`src/rtl/hc595_frame_ctrl.sv`:
```
`default_nettype none
// ============================================================================
// hc595_frame_ctrl : serialises {seg,sel} frames into two cascaded 74HC595s
// Optional skip of repeated frames: HC595_DEDUP_EN          Revision: 1.0
// ============================================================================
module hc595_frame_ctrl #(
   parameter logic [7:0] CLK_DIV = 8'd2,
   parameter int         FRAME_W = 14
) (
   input  logic       clk,
   input  logic       rst_n,
   input  logic [7:0] seg_in,
   input  logic [5:0] sel_in,
   input  logic       in_valid,
   output logic       in_ready,
   output logic       ds,
   output logic       shcp,
   output logic       stcp,
   output logic       oe_n,
   output logic       busy,
   output logic       frame_done
);

   localparam logic [1:0] ST_IDLE  = 2'd0;
   localparam logic [1:0] ST_SHIFT = 2'd1;
   localparam logic [1:0] ST_LATCH = 2'd2;

   localparam logic [7:0] DIV_LAST = CLK_DIV - 8'd1;
   localparam logic [3:0] BIT_LAST = 4'(FRAME_W - 1);

   logic [1:0]         state_q, state_d;
   logic [7:0]         div_cnt_q, div_cnt_d;
   logic [3:0]         bit_cnt_q, bit_cnt_d;
   logic [FRAME_W-1:0] sr_q, sr_d;
   logic               ds_q, ds_d;
   logic               shcp_q, shcp_d;
   logic               stcp_q, stcp_d;
   logic               oe_n_q, oe_n_d;
   logic               in_ready_q, in_ready_d;
   logic               busy_q, busy_d;
   logic               frame_done_q, frame_done_d;

   logic [FRAME_W-1:0] w_frame;
   logic               w_accept;
   logic               w_skip;

   assign w_frame  = {seg_in, sel_in};
   assign w_accept = in_valid && in_ready_q;

`ifdef HC595_DEDUP_EN
   logic [FRAME_W-1:0] last_q, last_d;
   logic               last_valid_q, last_valid_d;

   assign w_skip = last_valid_q && (w_frame == last_q);
`else
   assign w_skip = 1'b0;
`endif

   always_comb begin
      state_d      = state_q;
      div_cnt_d    = div_cnt_q;
      bit_cnt_d    = bit_cnt_q;
      sr_d         = sr_q;
      ds_d         = ds_q;
      shcp_d       = shcp_q;
      stcp_d       = stcp_q;
      oe_n_d       = oe_n_q;
      in_ready_d   = in_ready_q;
      busy_d       = busy_q;
      frame_done_d = 1'b0;
`ifdef HC595_DEDUP_EN
      last_d       = last_q;
      last_valid_d = last_valid_q;
`endif

      case (state_q)
         ST_IDLE: begin
            in_ready_d = 1'b1;
            busy_d     = 1'b0;
            shcp_d     = 1'b0;
            stcp_d     = 1'b0;
            if (w_accept && w_skip) begin
               frame_done_d = 1'b1;
            end else if (w_accept) begin
               state_d    = ST_SHIFT;
               in_ready_d = 1'b0;
               busy_d     = 1'b1;
               div_cnt_d  = 8'd0;
               bit_cnt_d  = 4'd0;
               ds_d       = w_frame[FRAME_W-1];
               sr_d       = w_frame << 1;
`ifdef HC595_DEDUP_EN
               last_d     = w_frame;
`endif
            end
         end

         ST_SHIFT: begin
            if (div_cnt_q == DIV_LAST) begin
               div_cnt_d = 8'd0;
               if (!shcp_q) begin
                  shcp_d = 1'b1;
               end else if (bit_cnt_q == BIT_LAST) begin
                  // stcp rises on the same edge shcp falls, never while shcp is high
                  state_d = ST_LATCH;
                  shcp_d  = 1'b0;
                  stcp_d  = 1'b1;
               end else begin
                  bit_cnt_d = bit_cnt_q + 4'd1;
                  shcp_d    = 1'b0;
                  ds_d      = sr_q[FRAME_W-1];
                  sr_d      = sr_q << 1;
               end
            end else begin
               div_cnt_d = div_cnt_q + 8'd1;
            end
         end

         ST_LATCH: begin
            if (div_cnt_q == DIV_LAST) begin
               div_cnt_d    = 8'd0;
               state_d      = ST_IDLE;
               stcp_d       = 1'b0;
               frame_done_d = 1'b1;
               oe_n_d       = 1'b0;
               in_ready_d   = 1'b1;
               busy_d       = 1'b0;
`ifdef HC595_DEDUP_EN
               last_valid_d = 1'b1;
`endif
            end else begin
               div_cnt_d = div_cnt_q + 8'd1;
            end
         end

         default: begin
            state_d    = ST_IDLE;
            shcp_d     = 1'b0;
            stcp_d     = 1'b0;
            busy_d     = 1'b0;
            in_ready_d = 1'b0;
         end
      endcase
   end

   always_ff @(posedge clk) begin
      if (!rst_n) begin
         state_q      <= ST_IDLE;
         div_cnt_q    <= 8'd0;
         bit_cnt_q    <= 4'd0;
         sr_q         <= '0;
         ds_q         <= 1'b0;
         shcp_q       <= 1'b0;
         stcp_q       <= 1'b0;
         oe_n_q       <= 1'b1;
         in_ready_q   <= 1'b0;
         busy_q       <= 1'b0;
         frame_done_q <= 1'b0;
`ifdef HC595_DEDUP_EN
         last_q       <= '0;
         last_valid_q <= 1'b0;
`endif
      end else begin
         state_q      <= state_d;
         div_cnt_q    <= div_cnt_d;
         bit_cnt_q    <= bit_cnt_d;
         sr_q         <= sr_d;
         ds_q         <= ds_d;
         shcp_q       <= shcp_d;
         stcp_q       <= stcp_d;
         oe_n_q       <= oe_n_d;
         in_ready_q   <= in_ready_d;
         busy_q       <= busy_d;
         frame_done_q <= frame_done_d;
`ifdef HC595_DEDUP_EN
         last_q       <= last_d;
         last_valid_q <= last_valid_d;
`endif
      end
   end

   assign in_ready   = in_ready_q;
   assign ds         = ds_q;
   assign shcp       = shcp_q;
   assign stcp       = stcp_q;
   assign oe_n       = oe_n_q;
   assign busy       = busy_q;
   assign frame_done = frame_done_q;

endmodule
`default_nettype wire

```
`config.mk`:
```
export PLATFORM = sky130hd
export DESIGN_NAME = hc595_frame_ctrl
export DESIGN_NICKNAME = d
export VERILOG_FILES = /design/src/rtl/hc595_frame_ctrl.sv
export SDC_FILE = /design/constraint.sdc
export NUM_CORES = 1
export LEC_CHECK = 0
export BUFFER_PORTS_ARGS = -buffer_cell sky130_fd_sc_hd__buf_2
export CORE_AREA = 10 10 103 59
export CTS_CLUSTER_DIAMETER = 120
export CTS_CLUSTER_SIZE = 24
export DETAILED_ROUTE_END_ITERATION = 12
export DIE_AREA = 0 0 113 69
export PLACE_DENSITY = 0.63
export SETUP_SLACK_MARGIN = 0.4
export SYNTH_ARGS = -nofsm -noshare
export SYNTH_HDL_FRONTEND = slang
export SYNTH_SLANG_ARGS = --single-unit
```
`constraint.sdc`:
```
create_clock -name clk -period 2.7 [get_ports clk]
set_clock_uncertainty 0.2 [all_clocks]
set_input_delay 0.135 -clock clk [delete_from_list [all_inputs] [get_ports clk]]
set_output_delay 0.135 -clock clk [all_outputs]
set_load 0.1 [all_outputs]
```
==> results.yml <==
setup_path:
  startpoint_type: "register"
  cp.arrival_ps: 2180
  reg2reg_from: "state_q[1]"
  crit_start: "state_q[1]"
  critPathMaxFanout: 10
  path_class: "register to register"
  r2r_cells: 7
  slowest_delay_ps: 370
  cp_top_family: "simple AND/OR/NAND/NOR gates"
  critPathBufInv: 2
  cp_slowest_cell: "dfxtp_1"
  regToRegSetupSlack_ps: 520
  end_kind: "register"
  critPathRequiredTime_ps: 2700
  cp_num_cells: 7
  crit_chain: "inv_1 -> ha_1 -> and3_1 -> buf_4 -> or2_2 -> a21o_2 -> a211oi_1"
min_path:
  hold_class: "input pin to register"
  holdPathStages: 4
  holdCritStartpoint: "sel_in[5]"
die:
  dieHeight_um: 69
  num_rows: 17
  core_area_um2: 4280
  top_level_ports: 24
  initial_core_util: 0.408
  die_area_um2: 7800
  die_w_um: 113
final_layout:
  regArea_um2: 684
  drive_gt1_frac: 0.236
  area_growth_pct: 20.2
  antenna_cells: 0
  fillers: 408
  multi_input_area_um2: 1010
  nNetsFinal: 239
yosys:
  yosysMostFrequentCell: "dfxtp_1"
  synth_simple_gate_area_frac: 0.191
  ys_ff_latch: 34
  yosys-top-cells-count: "dfxtp_1 (34), mux2i_1 (16), nand3_1 (14), nor2_1 (14), o211a_1 (14)"
  syn_area_um2: 1740
  yosysTopAreaCell: "dfxtp_1"
  synth_compound_area_frac: 0.192
  synth_mux_area_frac: 0.0918
  async_flop_share: 0
  synthAdderAreaFrac: 0.0502
  synth.avg_cell_area_um2: 9.33
  synth_flop_cell: "dfxtp_1"
  ys_seq_area_frac: 0.390
  synth_enable_flop_cells: 0
  synth_top_family_by_area: "compound AO/OA/AOI/OAI gates"
  synth_top_area_frac: 0.390
  synthCells: 187
  ys_warn_count: 0
  yosys-top-cells-area: "dfxtp_1 (39%), mux2i_1 (9.2%), o211a_1 (8.0%)"
  synth_xor_area_frac: 0.0352
  syn_nets: 211
  yosysUniqueCellTypes: 40
clock_network:
  cts_tree: "built"
  cts_root_buf: "clkbuf_8"
  cts.sinks: 34
  cts_buffer_depth: 2
  post-cts-setup-buffers: 0
  insertion_delay_ps: 280
  clkTransAtPathRegs_ps: 70
  htreeDepth: 2
  numCtsBuffers: 5
timing:
  max_slew.worst_pin.slew_ps: 490
  setup_viol_count_final: 0
  min_period_ps: 2180
  post-route-period-util: 0.807
  tns_ps: 0
  hold_viol: 0
  fmax_ghz: 0.459
  drv_slew: 0
  rsz0062_at_grt: "false"
  maxSlewHeadroom: 0.676
  setup_ws_ps: 521
routing:
  avgViaCountPerCell: 5.35
  ant_nets: 0
  drt-initial-drc-count: 78
  routed_wl_mm: 4.13
  avgRoutedWirePerCell_um: 15.1
  routed-via-count: 1460
  drc: 0
  drtPass1Iterations: 4
power_and_ir_drop:
  powerDensity_nw_per_um2: 613
  p_total_mw: 1.28
  ir_worst_vdd_mv: 0.284
  leakagePower_nw: 0.949
outcome:
  status: "finished, final reports clean"
placement:
  numPortBuffers: 23
  dp_hpwl_mm: 3.07
  place_congestion: 0.805
  dp_worst_setup_slack_ps: 344
grt:
  grt_pass1_wl_mm: 6.85
  grt_start_max_net_pins: 22
  antenna_found_initial: 0
  grt_use_total: 0.104
  grt_pass1_vias: 1388
  grt-ovfl-total: 0
job:
  drv_cap: 0
-- where the power goes --
group	switching, mW	internal [mW]	leakage (nW)
Clock	0.181	0.272	0.0579
Sequential	0.0233	0.538	0.278
Combinational	0.164	0.108	0.613
Total	0.368	0.917	0.949
-- layout by cell type, fill, tap and decap left out, types with 3 or more instances in the layout --
cell type	n
and3_1	3
nand2_1	9
a21oi_1	5
dfxtp_2	3
inv_1	6
mux2i_1	16
dfxtp_1	31
nor3_1	3
nand4_1	4
nor2_1	14
buf_2	23
buf_4	7
ha_1	7
o211a_1	14
o2111ai_1	5
o21ai_0	5
xor2_1	6
nand3_1	14
clkbuf_8	5
-- state kept, by name (all words and copies together), names as in the netlist --
name        flops
stcp            1
ds              1
div_cnt_q       8
state_q         2
frame_done      1
in_ready        1
busy            1
shcp            1
oe_n            1
bit_cnt_q       4
sr_q           13
-- logic make-up (layout without fill, tap and decap cells) --
| kind of cell | Yosys count | count (layout) |
|---|---|---|
| simple gates | 63 | 63 |
| compound gates | 41 | 41 |
| flops | 34 | 34 |
| buf+inv | 19 | 48 |
| mux | 16 | 16 |
| fa+ha+maj | 7 | 7 |
| xor+xnor | 7 | 7 |
-- path summary, 6_finish.rpt --
| path | endpoint |
|---|---|
| hold reg to reg | sr_q[1] |
| setup / recovery | div_cnt_q[1] |
| setup reg to reg | div_cnt_q[1] |
| hold / removal | sr_q[6] |
-- tightest hold or removal path: stages --
cell and delay, ps:
buf_2 70, mux2i_1 50, nand3_1 80, o211a_1 130
-- metrics by stage --
| stage | instance area (um2) | hold WS [ps] | std cells | util |
|---|---|---|---|---|
| 3_3_place_gp | 1930 | 204 | 263 | 0.452 |
| 2_1_floorplan | 1750 | 74.2 | 187 | - |
| 5_1_grt | 2100 | 39.1 | 273 | 0.490 |
| 3_5_place_dp | 1930 | 209 | 263 | 0.452 |
| 4_1_cts | 2070 | 16.0 | 273 | 0.485 |
| 6_report | 2100 | 22.0 | 273 | 0.490 |
-- final cells by class --
type / instances / share of cell area
sequential: 34 / 0.326
tap: 57 / 0.0340
timing repair buffer: 33 / 0.0949
clock inverter: 3 / 0.0191
clock buffer: 5 / 0.0328
inverter: 7 / 0.0125
multi-input combinational: 134 / 0.480
-- routing by layer --
| layer | track usage | share of wire |
|---|---|---|
| met2 | 0.118 | 0.35 |
| met4 | 0.0333 | 0.0092 |
| met1 | 0.158 | 0.55 |
| met3 | 0.0448 | 0.087 |
| met5 | 0 | 0 |
-- repair_timing --
action / CTS / global route
hold endpoints to repair: 2 / 0
pin swaps: 0 / 0
hold buffers: 2 / 0
setup endpoints to repair: 3 / 9
gates resized for setup: 2 / 7
Power figures use the tool's default switching activity.
